## src/rtl/interleaver_pkg.sv

```systemverilog
// Shared widths, FSM encoding and FIFO entry layout for the interleaver stream sequencer.
package interleaver_pkg;

    localparam int unsigned DW      = 8;
    localparam int unsigned FRAME   = 16;
    localparam int unsigned ADDR_W  = 4;
    localparam int unsigned ENTRY_W = DW + 1;

    typedef enum logic {
        FILL  = 1'b0,
        DRAIN = 1'b1
    } state_t;

    typedef struct packed {
        logic          last;
        logic [DW-1:0] data;
    } fifo_entry_t;

endpackage

```

## src/rtl/il_out_fifo.sv

```systemverilog
// Two-entry synchronous FIFO holding {last, data} between the interleaver read port and the output stream.
module il_out_fifo
    import interleaver_pkg::*;
(
    input  logic               clk,
    input  logic               rst_n,
    input  logic               push,
    input  logic               pop,
    input  logic [ENTRY_W-1:0] din,
    output logic [ENTRY_W-1:0] dout,
    output logic [1:0]         count
);

    logic [1:0][ENTRY_W-1:0] mem;
    logic                    wr_ptr;
    logic                    rd_ptr;
    logic                    do_push;
    logic                    do_pop;

    // Pop only when data exists; push is refused only if full and nothing leaves.
    assign do_pop  = pop & (count != 2'd0);
    assign do_push = push & ((count != 2'd2) | do_pop);
    assign dout    = mem[rd_ptr];

    always_ff @(posedge clk or negedge rst_n) begin
        if (!rst_n) begin
            mem    <= '0;
            wr_ptr <= 1'b0;
            rd_ptr <= 1'b0;
            count  <= 2'd0;
        end else begin
            if (do_push) begin
                mem[wr_ptr] <= din;
                wr_ptr      <= ~wr_ptr;
            end
            if (do_pop) begin
                rd_ptr <= ~rd_ptr;
            end
            count <= count + 2'(do_push) - 2'(do_pop);
        end
    end

endmodule

```

## src/rtl/interleaver_4_4_ctrl.sv

```systemverilog
// Fills a 16-byte frame into interleaver_4_4, reads it back permuted and streams it out with end-of-frame.
module interleaver_4_4_ctrl
    import interleaver_pkg::*;
(
    input  logic              clk,
    input  logic              rst,
    input  logic              in_valid,
    output logic              in_ready,
    input  logic [DW-1:0]     in_data,
    output logic              out_valid,
    input  logic              out_ready,
    output logic [DW-1:0]     out_data,
    output logic              out_last,
    output logic              il_write,
    output logic              il_leaver,
    output logic [ADDR_W-1:0] il_addr,
    output logic [DW-1:0]     il_data,
    input  logic [DW-1:0]     il_q,
    output logic              busy
);

    localparam logic [ADDR_W-1:0] LAST_ADDR = ADDR_W'(FRAME - 1);

    state_t             state;
    state_t             state_nxt;
    logic [ADDR_W-1:0]  wr_cnt;
    logic [ADDR_W-1:0]  wr_cnt_nxt;
    logic [ADDR_W-1:0]  rd_cnt;
    logic [ADDR_W-1:0]  rd_cnt_nxt;
    logic               rd_pend;
    logic               pend_last;
    logic               issue;
    logic               pop;
    logic [2:0]         occupancy;
    logic               credit_ok;
    logic [1:0]         fifo_count;
    fifo_entry_t        push_entry;
    fifo_entry_t        head_entry;
    logic [ENTRY_W-1:0] fifo_dout;

    assign out_valid = (fifo_count != 2'd0);
    assign pop       = out_valid & out_ready;
    assign busy      = (state == DRAIN) | out_valid;

    // The slot freed by this cycle's pop is credited so a drain can run at one byte per cycle.
    assign occupancy = 3'(fifo_count) + 3'(rd_pend) - 3'(pop);
    assign credit_ok = (occupancy < 3'd2);

    always_ff @(posedge clk or negedge rst) begin
        if (!rst) begin
            state     <= FILL;
            wr_cnt    <= '0;
            rd_cnt    <= '0;
            rd_pend   <= 1'b0;
            pend_last <= 1'b0;
        end else begin
            state     <= state_nxt;
            wr_cnt    <= wr_cnt_nxt;
            rd_cnt    <= rd_cnt_nxt;
            rd_pend   <= issue;
            pend_last <= issue & (rd_cnt == LAST_ADDR);
        end
    end

    // Next state, counters and the interleaver-side strobes.
    always_comb begin
        state_nxt  = state;
        wr_cnt_nxt = wr_cnt;
        rd_cnt_nxt = rd_cnt;
        in_ready   = 1'b0;
        il_write   = 1'b0;
        il_leaver  = 1'b0;
        il_addr    = '0;
        il_data    = '0;
        issue      = 1'b0;
        case (state)
            FILL: begin
                in_ready = 1'b1;
                il_write = in_valid;
                il_addr  = wr_cnt;
                il_data  = in_data;
                if (in_valid) begin
                    wr_cnt_nxt = wr_cnt + ADDR_W'(1);
                    if (wr_cnt == LAST_ADDR) begin
                        state_nxt = DRAIN;
                    end
                end
            end
            DRAIN: begin
                issue     = credit_ok;
                il_leaver = credit_ok;
                il_addr   = rd_cnt;
                if (credit_ok) begin
                    rd_cnt_nxt = rd_cnt + ADDR_W'(1);
                    if (rd_cnt == LAST_ADDR) begin
                        state_nxt = FILL;
                    end
                end
            end
            default: begin
                state_nxt = FILL;
            end
        endcase
    end

    // Read data arrives one cycle after the leaver strobe and is captured on that cycle.
    assign push_entry = '{last: pend_last, data: il_q};
    assign head_entry = fifo_entry_t'(fifo_dout);
    assign out_data   = head_entry.data;
    assign out_last   = head_entry.last;

    il_out_fifo u_fifo (
        .clk   (clk),
        .rst_n (rst),
        .push  (rd_pend),
        .pop   (pop),
        .din   (push_entry),
        .dout  (fifo_dout),
        .count (fifo_count)
    );

endmodule
```

## config.mk

```make
export PLATFORM = sky130hd
export DESIGN_NAME = interleaver_4_4_ctrl
export DESIGN_NICKNAME = d
export VERILOG_FILES = /design/src/rtl/interleaver_pkg.sv /design/src/rtl/il_out_fifo.sv /design/src/rtl/interleaver_4_4_ctrl.sv
export SDC_FILE = /design/constraint.sdc
export NUM_CORES = 1
export LEC_CHECK = 0
export CAP_MARGIN = 10
export CORE_MARGIN = 3
export CORE_UTILIZATION = 29
export CTS_BUF_LIST = sky130_fd_sc_hd__clkbuf_8
export CTS_CLUSTER_SIZE = 24
export DETAILED_ROUTE_END_ITERATION = 12
export PLACE_DENSITY = 0.5
export SLEW_MARGIN = 20
export SYNTH_ARGS = -nofsm -noshare
export SYNTH_HDL_FRONTEND = slang
export SYNTH_HIERARCHICAL = 1
export SYNTH_SLANG_ARGS = --single-unit
export TNS_END_PERCENT = 20
```

## constraint.sdc

```tcl
create_clock -name clk -period 4.6 [get_ports clk]
set_input_delay 0.92 -clock clk [delete_from_list [all_inputs] [get_ports clk]]
set_output_delay 0.92 -clock clk [all_outputs]
set_load 0.02 [all_outputs]
```

==> impl_metrics.json, run 1 <==
{
  "finalClockSkew_ns": 0.00619,
  "synth_edf_count": 0,
  "syn2layout_area_growth_pct": 37.3,
  "crit_path_top_delay_cell": "clkdlybuf4s50_1",
  "drt_iter0_drc": 16,
  "path_common_cell": "clkdlybuf4s50_1",
  "ys_types": 31,
  "dieArea_um2": 6670,
  "grt_pass1_vias": 1229,
  "worstSetupPathType": "in -> out",
  "grt_max_degree": 34,
  "cts_tree": "built",
  "end_kind": "output pin",
  "syn_area_um2": 1660,
  "postCtsHoldBufs": 0,
  "rr_worst_depth": 9,
  "start_util_pct": 31.1,
  "synthesis.nets": 156,
  "layout_common_cells": "clkdlybuf4s50_1, dfrtp_1, mux2_2, o2bb2ai_1, nand2_1",
  "finalCritPeriodShare_pct": 91.6,
  "overflow": 0,
  "worstPathMaxFanout": 3,
  "maxSlewViolCount": 0,
  "vias": 1137,
  "setup_viol": 0,
  "crit_chain": "clkdlybuf4s50_1, and2_1, ha_1, nand2b_1, fa_1, nand2_1, nor2_2, clkdlybuf4s50_1",
  "insertion_delay_ns": 0.28,
  "wl_per_cell_um": 14.3,
  "track_usage_pct": 11.7,
  "routed_wl_um": 3570,
  "ant_nets": 0,
  "min_path_cells": 1,
  "drive_gt1_share_pct": 18.4,
  "multi_input_area_um2": 774,
  "post_cts_resized": 0,
  "ys_seq_elements": 33,
  "p_leak_nw": 0.978,
  "syn_area_per_cell_um2": 12.8,
  "fin_crit_ns": 4.21,
  "worst_setup_path_start_kind": "primary input",
  "nFillCells": 510,
  "htreeDepth": 2,
  "path_clk_slew_ns": 0.07,
  "drtPass1Iterations": 4,
  "grt_pass1_wl_um": 5850,
  "p_per_area_nw_per_um2": 755,
  "relSlewSlack_pct": 62.6,
  "timing.fmax_ghz": 0.237,
  "cap_violations": 0,
  "tns_ns": 0,
  "final_nets": 204,
  "critical_path_arrival_ns": 3.29,
  "holdCritPathClass": "reg -> reg",
  "ff_latch_area_um2": 826,
  "synth-main-ff-cell": "dfrtp_1",
  "dp_hpwl_um": 2560,
  "fp.dieW_um": 81.7,
  "ys_seq_area_share_pct": 49.7,
  "num_rows": 26,
  "async_reset_ff_share_pct": 100,
  "cts_buffers": 5,
  "fp.dieH_um": 81.7,
  "worst_ep_required_time_ns": 3.68,
  "highest_layer": "met4",
  "vdd_ir_drop_max_uv": 438,
  "status": "completed",
  "via_per_inst": 4.57,
  "tightest_slew_ns": 0.561,
  "antenna_found_initial": 0,
  "numPortBuffers": 45,
  "finalHoldViolations": 0,
  "synth_warnings": 6,
  "postCtsSetupRepairBufs": 0,
  "drc": 0,
  "io_pins": 46,
  "root_buffer": "clkbuf_8",
  "layout_commonest_cell": "clkdlybuf4s50_1",
  "clock-sinks": 33,
  "wl_met3_um": 268,
  "n_antenna_cell": 0,
  "cts.path.max_buffers": 2,
  "gp_congestion": 0.738,
  "rsz0062_at_grt": "false",
  "cp_slowest_stage_delay_ns": 0.63,
  "final_cells": 249,
  "place_inst": 241,
  "wl_met1_um": 1640,
  "fp.coreArea_um2": 5340,
  "synthCells": 130,
  "met2WireLength_um": 1590
}
-- final cells by class --
type                    instances  area share (%)
flip-flops and latches         33            36.2
clock buffers                   6            3.62
well taps                      70            3.84
clock inverters                 2            1.48
multi-input cells              88            34.0
inverters                       3           0.494
repair buffers                 47            20.4
-- worst paths after layout --
check,from,slack (ns),to
max in group asynchronous,rst,3.25,u_fifo/count[0]$_DFF_PN0_
worst max-delay path,out_ready,0.39,il_leaver
worst max register to register,u_fifo/count[1]$_DFF_PN0_,1.88,rd_cnt[1]$_DFFE_PN0P_
worst min register to register,u_fifo/mem[10]$_DFFE_PN0P_,0.48,u_fifo/mem[10]$_DFFE_PN0P_
worst min-delay path,u_fifo/mem[10]$_DFFE_PN0P_,0.48,u_fifo/mem[10]$_DFFE_PN0P_
min in group asynchronous,rst,1.05,u_fifo/mem[16]$_DFFE_PN0P_
-- synthesized netlist by cell type, types with 2 or more instances --
| cell type | instances | area share (%) |
|---|---|---|
| nand2b_1 | 2 | 0.75 |
| nor3_1 | 2 | 0.60 |
| ha_1 | 5 | 3.8 |
| nand4_1 | 3 | 1.1 |
| inv_1 | 3 | 0.68 |
| buf_2 | 3 | 0.90 |
| o21ai_0 | 2 | 0.60 |
| xnor2_1 | 5 | 2.6 |
| dfrtp_1 | 33 | 50 |
| xor2_1 | 5 | 2.6 |
| o2bb2ai_1 | 12 | 6.3 |
| nor2b_1 | 9 | 3.4 |
| mux2_1 | 3 | 2.0 |
| nand2_1 | 10 | 2.3 |
| mux2_2 | 14 | 9.5 |
| mux2_4 | 4 | 3.6 |
-- worst max-delay path, delay by kind of cell --
kind | cells | cell delay [ns]
buffers and inverters | 2 | 1.08
AND/OR/NAND/NOR | 4 | 0.55
adder cells (fa/ha/maj) | 2 | 0.75
-- per-stage QoR --
step / setup slack, ns / power (mW) / area (um^2) / hold slack (ns) / util [%]
floorplan: 1.30 / 1.12 / 1660 / 0.451 / -
global placement: 0.396 / 1.44 / 2160 / 0.467 / 40.6
detailed placement: 0.376 / 1.46 / 2160 / 0.470 / 40.6
CTS: 0.365 / 1.75 / 2280 / 0.487 / 42.8
global route: 0.248 / 1.84 / 2280 / 0.501 / 42.8
finish: 0.386 / 1.72 / 2280 / 0.481 / 42.8
-- kinds of logic after synthesis --
kind of cell / Yosys count / synth area share [%]
and+or+nand+nor: 35 / 12.9
muxes: 21 / 15.1
xor gates and xnor gates: 11 / 6.25
buffers and inverters: 9 / 3.69
adders and majority gates: 6 / 4.97
DFF: 33 / 49.7
AOI/OAI and AO/OA: 15 / 7.38
-- layer usage --
metal  global-route usage (%)  vias up
li1                         -      548
met1                     14.4      535
met2                     18.6       47
met3                     4.61        7
met4                     4.15        0
met5                        0        -
-- report_power, final --
part | leakage (nW) | internal (mW) | switching [mW]
Combinational | 0.512 | 0.479 | 0.400
Clock | 0.0626 | 0.174 | 0.102
Sequential | 0.403 | 0.423 | 0.143
Total | 0.978 | 1.08 | 0.645
-- state kept, by name, summed over array words and instances, names as in the netlist, 2 cells and up --
| signal | cells |
|---|---|
| u_fifo/count | 2 |
| wr_cnt | 4 |
| u_fifo/mem | 18 |
| rd_cnt | 4 |
No activity file was read; power rests on OpenSTA's default activity.
==> run 2, diff against run 1 <==
--- a/config.mk
+++ b/config.mk
@@ -5,6 +5,7 @@
 export SDC_FILE = /design/constraint.sdc
 export NUM_CORES = 1
 export LEC_CHECK = 0
+export ABC_CLOCK_PERIOD_IN_PS = 4600
 export CAP_MARGIN = 10
 export CORE_MARGIN = 3
 export CORE_UTILIZATION = 29
==> results of run 2 <==
Same layout as run 1: the final DEF is identical, and so are final timing and power.
==> run 3, diff against run 2 <==
--- a/config.mk
+++ b/config.mk
@@ -7,6 +7,7 @@
 export LEC_CHECK = 0
 export ABC_CLOCK_PERIOD_IN_PS = 4600
 export CAP_MARGIN = 10
+export CORE_ASPECT_RATIO = 1.1
 export CORE_MARGIN = 3
 export CORE_UTILIZATION = 29
 export CTS_BUF_LIST = sky130_fd_sc_hd__clkbuf_8
==> impl_metrics.json, run 3 (synthesized netlist as in run 1, its figures left out) <==
{
  "setup_viol": 0,
  "antenna_found_initial": 0,
  "drive_gt1_share_pct": 18.0,
  "rr_worst_depth": 9,
  "cts_buffers": 5,
  "finalHoldViolations": 0,
  "dieArea_um2": 6670,
  "tightest_slew_ns": 0.546,
  "drc": 0,
  "fin_crit_ns": 4.19,
  "routed_wl_um": 3520,
  "postCtsHoldBufs": 0,
  "tns_ns": 0,
  "via_per_inst": 4.57,
  "grt_pass1_wl_um": 6300,
  "drtPass1Iterations": 4,
  "critical_path_arrival_ns": 3.27,
  "worst_setup_path_start_kind": "primary input",
  "p_per_area_nw_per_um2": 734,
  "path_clk_slew_ns": 0.07,
  "fp.coreArea_um2": 5470,
  "worstSetupPathType": "in -> out",
  "crit_start": "out_ready",
  "largest_reg_flops": 18,
  "syn2layout_area_growth_pct": 35.8,
  "timing.fmax_ghz": 0.239,
  "ant_nets": 0,
  "end_kind": "output pin",
  "overflow": 0,
  "final_nets": 204,
  "crit_path_end": "il_leaver",
  "reg2reg_slack_ns": 1.88,
  "start_util_pct": 30.4,
  "postLayoutCoreUtil_pct": 41.3,
  "layout_commonest_cell": "clkdlybuf4s50_1",
  "vdd_ir_drop_max_uv": 436,
  "n_antenna_cell": 0,
  "insertion_delay_ns": 0.27,
  "io_pins": 46,
  "nFillCells": 549,
  "rsz0062_at_grt": "false",
  "fp.dieH_um": 85.4,
  "fp.dieW_um": 78.2,
  "status": "completed",
  "relSlewSlack_pct": 63.6,
  "vias": 1157,
  "hold_start": "u_fifo/mem[10]$_DFFE_PN0P_",
  "num_rows": 28,
  "root_buffer": "clkbuf_8",
  "grt_pass1_vias": 1344,
  "top_register": "u_fifo/mem",
  "rr_startpoint": "u_fifo/count[1]$_DFF_PN0_",
  "worst_ep_required_time_ns": 3.68,
  "holdCritPathClass": "reg -> reg",
  "numPortBuffers": 45,
  "dp_hpwl_um": 2550,
  "post_cts_resized": 0,
  "layout_common_cells": "clkdlybuf4s50_1, dfrtp_1, mux2_2, o2bb2ai_1, nand2_1",
  "worstPathMaxFanout": 3,
  "track_usage_pct": 11.6,
  "wl_met3_um": 253,
  "met2WireLength_um": 1630,
  "wl_per_cell_um": 13.9,
  "reg_top3": "u_fifo/mem (18), rd_cnt (4), wr_cnt (4)",
  "cts_tree": "built",
  "htreeDepth": 2,
  "r2r-end": "rd_cnt[1]$_DFFE_PN0P_",
  "highest_layer": "met4",
  "wl_met1_um": 1610,
  "gp_congestion": 0.683,
  "p_leak_nw": 0.964,
  "drt_iter0_drc": 41,
  "grt_max_degree": 34,
  "cts.path.max_buffers": 2,
  "cap_violations": 0,
  "finalClockSkew_ns": 0.00354,
  "postCtsSetupRepairBufs": 0,
  "maxSlewViolCount": 0,
  "finalCritPeriodShare_pct": 91.1,
  "clock-sinks": 33
}
==> run 3: worst max-delay path, stage by stage <==
cell,delay [ns]
clkdlybuf4s50_1,0.44
and2_1,0.16
ha_1,0.23
nand2b_1,0.15
fa_1,0.51
nand2_1,0.10
nor2_2,0.14
clkdlybuf4s50_1,0.62
==> run 3: area by class of cell <==
cell class / count / area, um^2 / area share, %
Clock buffer: 6 / 82.6 / 3.66
Clock inverter: 1 / 3.75 / 0.166
Inverter: 3 / 11.3 / 0.499
Multi-Input combinational cell: 88 / 774 / 34.3
Sequential cell: 33 / 826 / 36.6
Tap cell: 75 / 93.8 / 4.16
Timing Repair Buffer: 47 / 465 / 20.6
==> run 3: routing by layer <==
layer  track usage [%]  up-vias
li1                  -      550
met1              14.5      556
met2              19.6       47
met3              4.25        4
met4              1.91        0
met5                 0        -
==> run 3: worst min-delay path by stage <==
stage                     slack, ns                    endpoint  cells after the start
after global routing           0.49  u_fifo/mem[10]$_DFFE_PN0P_                      1
final                          0.49  u_fifo/mem[10]$_DFFE_PN0P_                      1
after global placement         0.47  u_fifo/mem[12]$_DFFE_PN0P_                      1
after detailed placement       0.47   u_fifo/mem[9]$_DFFE_PN0P_                      1
after floorplan                0.45  u_fifo/mem[10]$_DFFE_PN0P_                      1
after CTS                      0.49  u_fifo/mem[10]$_DFFE_PN0P_                      1
==> run 3: through the flow <==
stage	power, mW	worst slack [ns]	std cells	cell area (um^2)	hold slack (ns)
2_1_floorplan	1.12	1.30	130	1660	0.451
3_3_place_gp	1.44	0.391	246	2170	0.466
3_5_place_dp	1.46	0.409	246	2170	0.469
4_1_cts	1.69	0.386	253	2260	0.489
5_1_grt	1.79	0.291	253	2260	0.494
6_report	1.66	0.408	253	2260	0.485
==> run 3: power by group <==
group          total [mW]  internal (mW)  switching (mW)
combinational       0.876          0.479           0.397
sequential          0.567          0.423           0.144
clock               0.214          0.116          0.0979
